===== src/rtl/immu_pt_loader.sv =====
// IMMU page-table loader: fetches page-table words over a req/ack bus and replays them as SR writes.
// Optional IMMU_LOADER_HIGH_OFF_EN adds a trailing fetch written to the long-mode high-offset SR.
module immu_pt_loader #(
  parameter int unsigned N_ENTRIES = 16,
  parameter logic [15:0] SR_BASE   = 16'h100
) (
  input  logic        i_clk,
  input  logic        i_rst,
  input  logic        i_start,
  input  logic        i_abort,
  input  logic [23:0] i_base_addr,
  output logic        o_mem_req,
  output logic [23:0] o_mem_addr,
  input  logic        i_mem_ack,
  input  logic [15:0] i_mem_data,
  output logic [15:0] o_sr_addr,
  output logic [15:0] o_sr_data,
  output logic        o_sr_we,
  output logic        o_busy,
  output logic        o_done
);

  localparam int unsigned AW = 24;
  localparam int unsigned DW = 16;
  localparam int unsigned IW = 5;

`ifdef IMMU_LOADER_HIGH_OFF_EN
  localparam logic [IW-1:0] LAST_IDX = IW'(N_ENTRIES);
`else
  localparam logic [IW-1:0] LAST_IDX = IW'(N_ENTRIES - 1);
`endif

  typedef enum logic [1:0] {S_IDLE, S_REQ, S_WR, S_DONE} state_e;

  state_e        state_q, state_d;
  logic [AW-1:0] addr_q, addr_d;
  logic [IW-1:0] idx_q, idx_d;
  logic [DW-1:0] data_q, data_d;

  // State and datapath registers
  always_ff @(posedge i_clk) begin
    if (i_rst) begin
      state_q <= S_IDLE;
      addr_q  <= '0;
      idx_q   <= '0;
      data_q  <= '0;
    end else begin
      state_q <= state_d;
      addr_q  <= addr_d;
      idx_q   <= idx_d;
      data_q  <= data_d;
    end
  end

  // Next state; abort dominates ack and start, and an acked word is dropped on abort
  always_comb begin
    state_d = state_q;
    addr_d  = addr_q;
    idx_d   = idx_q;
    data_d  = data_q;
    case (state_q)
      S_IDLE: begin
        if (i_start && !i_abort) begin
          addr_d  = i_base_addr;
          idx_d   = '0;
          state_d = S_REQ;
        end
      end
      S_REQ: begin
        if (i_abort) begin
          state_d = S_IDLE;
        end else if (i_mem_ack) begin
          data_d  = i_mem_data & 16'h0FFF;
          state_d = S_WR;
        end
      end
      S_WR: begin
        if (i_abort) begin
          state_d = S_IDLE;
        end else if (idx_q == LAST_IDX) begin
          state_d = S_DONE;
        end else begin
          idx_d   = idx_q + IW'(1);
          addr_d  = addr_q + AW'(1);
          state_d = S_REQ;
        end
      end
      S_DONE:  state_d = S_IDLE;
      default: state_d = S_IDLE;
    endcase
  end

  // Moore output decode from registers only
  always_comb begin
    o_mem_req  = (state_q == S_REQ);
    o_mem_addr = addr_q;
    o_sr_we    = (state_q == S_WR);
    o_sr_addr  = SR_BASE + 16'(idx_q);
    o_busy     = (state_q != S_IDLE);
    o_done     = (state_q == S_DONE);
`ifdef IMMU_LOADER_HIGH_OFF_EN
    o_sr_data  = (idx_q == IW'(N_ENTRIES)) ? (data_q & 16'h00FF) : data_q;
`else
    o_sr_data  = data_q;
`endif
  end

endmodule

===== config.mk =====
export PLATFORM = sky130hd
export DESIGN_NAME = immu_pt_loader
export DESIGN_NICKNAME = d
export VERILOG_FILES = /design/src/rtl/immu_pt_loader.sv
export SDC_FILE = /design/constraint.sdc
export NUM_CORES = 1
export LEC_CHECK = 0
export ABC_AREA = 1
export CORE_ASPECT_RATIO = 0.7
export CORE_UTILIZATION = 39
export CTS_CLUSTER_SIZE = 16
export DETAILED_ROUTE_END_ITERATION = 10
export GPL_ROUTABILITY_DRIVEN = 0
export HOLD_SLACK_MARGIN = 0.1
export PLACE_DENSITY = 0.77
export SLEW_MARGIN = 20
export SYNTH_ARGS = -nofsm -noshare
export SYNTH_HDL_FRONTEND = slang
export SYNTH_SLANG_ARGS = --single-unit

===== constraint.sdc =====
create_clock -name i_clk -period 1.68 [get_ports i_clk]
set_input_delay 0.168 -clock i_clk [delete_from_list [all_inputs] [get_ports i_clk]]
set_output_delay 0.168 -clock i_clk [all_outputs]
set_load 0.01 [all_outputs]

==> metrics.yaml <==
die_w_um: 98.4
drt-met1-wl_um: 3740
tritoncts: "yes"
num_io_pins: 105
topRoutingLayerUsed: "met4"
routed_wl_um: 8630
antennaDiodeCount: 0
syn_avg_cell_area_sq_um: 6.28
grt_setup_unrepaired: "true"
yosysSeqAreaShare_pct: 33.9
total_power_uw: 2630
clockPowerShare_pct: 31.5
grtUsageTotal_pct: 24.2
grt_pass1_vias: 2900
status: "finished, violations left"
swShare_pct: 28.8
crit_path_end_kind: "flop"
peakVddDrop_v: 0.000496
cts_root_buf: "clkbuf_8"
yosys.area.top_type: "dfxtp_1"
dpl_cell_area_sq_mm: 0.00354
met3_length_um: 635
p_seq_share_pct: 43.5
max_stage_delay_ps: 470
fillers: 538
synth-seq-cells: 43
drive_above_1_share_pct: 19.7
initial_core_util_pct: 40.6
cp_max_fo: 7
syn_area_sq_mm: 0.00254
timing.fmax_ghz: 0.556
final_nets: 560
design_area_sq_mm: 0.00402
cp-start-kind: "flop"
arrival_ps: 2030
cts_made_buffers: 5
first_iter_violations: 200
postRouteAntennaNets: 0
first_pass_iters: 7
p_leak_uw: 0.00154
yosysUniqueCellTypes: 28
cts_buffer_depth: 2
synth_warnings: 0
pre_cts_ws_ps: -97.2
drc: 0
num_vias: 3119
critical_path.slowest_cell: "dfxtp_1"
rows: 24
period_needed_ps: 1800
synth_area_leaders: "dfxtp_1 (34%), nand2_1 (15%), nor2_1 (10%)"
grt_pass1_wl_um: 13400
wl_met2_um: 4120
synth_top_area_share_pct: 33.9
fin_cells: 591
routed_via_density: 5.28
violations: "setup timing"
syn_inst: 404
hold_class: "in -> reg"
grt_max_degree: 24
antenna_found_initial: 0
die_area_sq_mm: 0.00683
clock-sinks: 43
fp.dieH_um: 69.5
setup_viol: 20
postCtsHoldBufs: 0
report.final.slew_viol_count: 0
htreeDepth: 2
final_common_cell: "nand2_1"
portBuffers: 85
finalCritPeriodShare_pct: 107
coreArea_sq_mm: 0.00625
switchingPower_uw: 758
clkLatencyLatePin_ps: 290
path_cells: "nand3_1, nor2_1, nand2_1, o21ai_0, nand2_4, a21oi_2"
avgRoutedWirePerCell_um: 14.6
finalSetupTns_ps: -853
powerDensity_mw_per_mm2: 653
pwr-share-comb_pct: 25.1
final_cell_mix: "nand2_1 (94), clkdlybuf4s50_1 (83), nor2_1 (62), dfxtp_1 (39), inv_1 (30)"
hold_violations: 0
cp.required_ps: 1910
drv_cap: 0
dp.cells: 574
p_int_uw: 1870
grt_overflow: 0
hpwlAfterDp_um: 5340
path_class: "reg -> reg"
area_growth_pct: 58.6
clock-skew-final_ps: 6.12
worst_slack_ps: -120
path_clk_slew_ps: 90
## flip-flops by register name, summed over array words and instances, names as in the netlist
signal      cells
idx_q           5
o_mem_addr     24
o_sr_data      12
state_q         2
## Yosys cell counts, drive strengths merged
master  instances
nor2           74
o22ai           2
or2             2
nand2         102
o21ai          40
a21oi          27
o211ai          1
nor3            9
o211a           1
ha              3
inv            32
conb            2
nand3b          2
a31oi           3
xnor2           1
dfxtp          43
clkbuf          6
nand3          22
buf            25
a211oi          1
nand4           6
## critical path, delay by kind of cell (launching register included)
family / cells / cell delay, ps
AOI/OAI and AO/OA: 2 / 560
and+or+nand+nor: 4 / 700
DFF: 1 / 470
## metal layers
layer  track usage [%]  vias up
met3              5.24       15
met1              30.1     1454
met4              6.14        0
li1                  -     1498
met2              42.6      152
met5                 0        -
## power by group through the flow
| stage | clock network, uW | registers, uW | logic (uW) |
|---|---|---|---|
| after floorplan | 0 | 1180 | 238 |
| after global placement | 0 | 1160 | 515 |
| after detailed placement | 0 | 1160 | 526 |
| after CTS | 837 | 1140 | 621 |
| after global routing | 878 | 1150 | 705 |
| final | 827 | 1140 | 659 |
## path summary, 6_finish.rpt
check / start / slack [ps] / depth (start not counted) / endpoint
worst min register to register: o_sr_data[0] / 500 / 2 / o_sr_data[0]
worst max register to register: o_mem_addr[2] / -120 / 6 / o_mem_addr[5]
worst min-delay path: i_base_addr[2] / 480 / 3 / o_mem_addr[2]
worst max-delay path: o_mem_addr[2] / -120 / 6 / o_mem_addr[5]
## what timing repair did
item,4_1_cts,5_1_grt
buffers inserted,7,2
pin swaps,11,17
setup endpoints to repair,25,31
gates cloned,3,0
gates resized for setup,32,54
## final cells by class
cell class	count	area (sq um)	share of cell area [%]
Timing Repair Buffer	119	1180	29.4
Inverter	32	128	3.17
Clock buffer	5	68.8	1.71
Tap cell	78	97.6	2.43
Multi-Input combinational cell	311	1630	40.6
Sequential cell	43	868	21.6
Clock inverter	3	43.8	1.09
## through the flow
stage,hold slack (ps),util [%]
after global placement,464,56.7
after CTS,453,61.9
after floorplan,241,-
final,476,64.4
after detailed placement,476,56.7
after global routing,492,64.4
## kinds of logic after synthesis
family / count (synthesis) / share of synthesized area [%]
adders and majority gates: 3 / 1.48
DFF: 43 / 33.9
and+or+nand+nor: 217 / 35.8
buffers and inverters: 63 / 12.5
AOI/OAI and AO/OA: 75 / 15.6
xor gates and xnor gates: 1 / 0.345
other: 2 / 0.296
(Power assumes the default switching activity.)
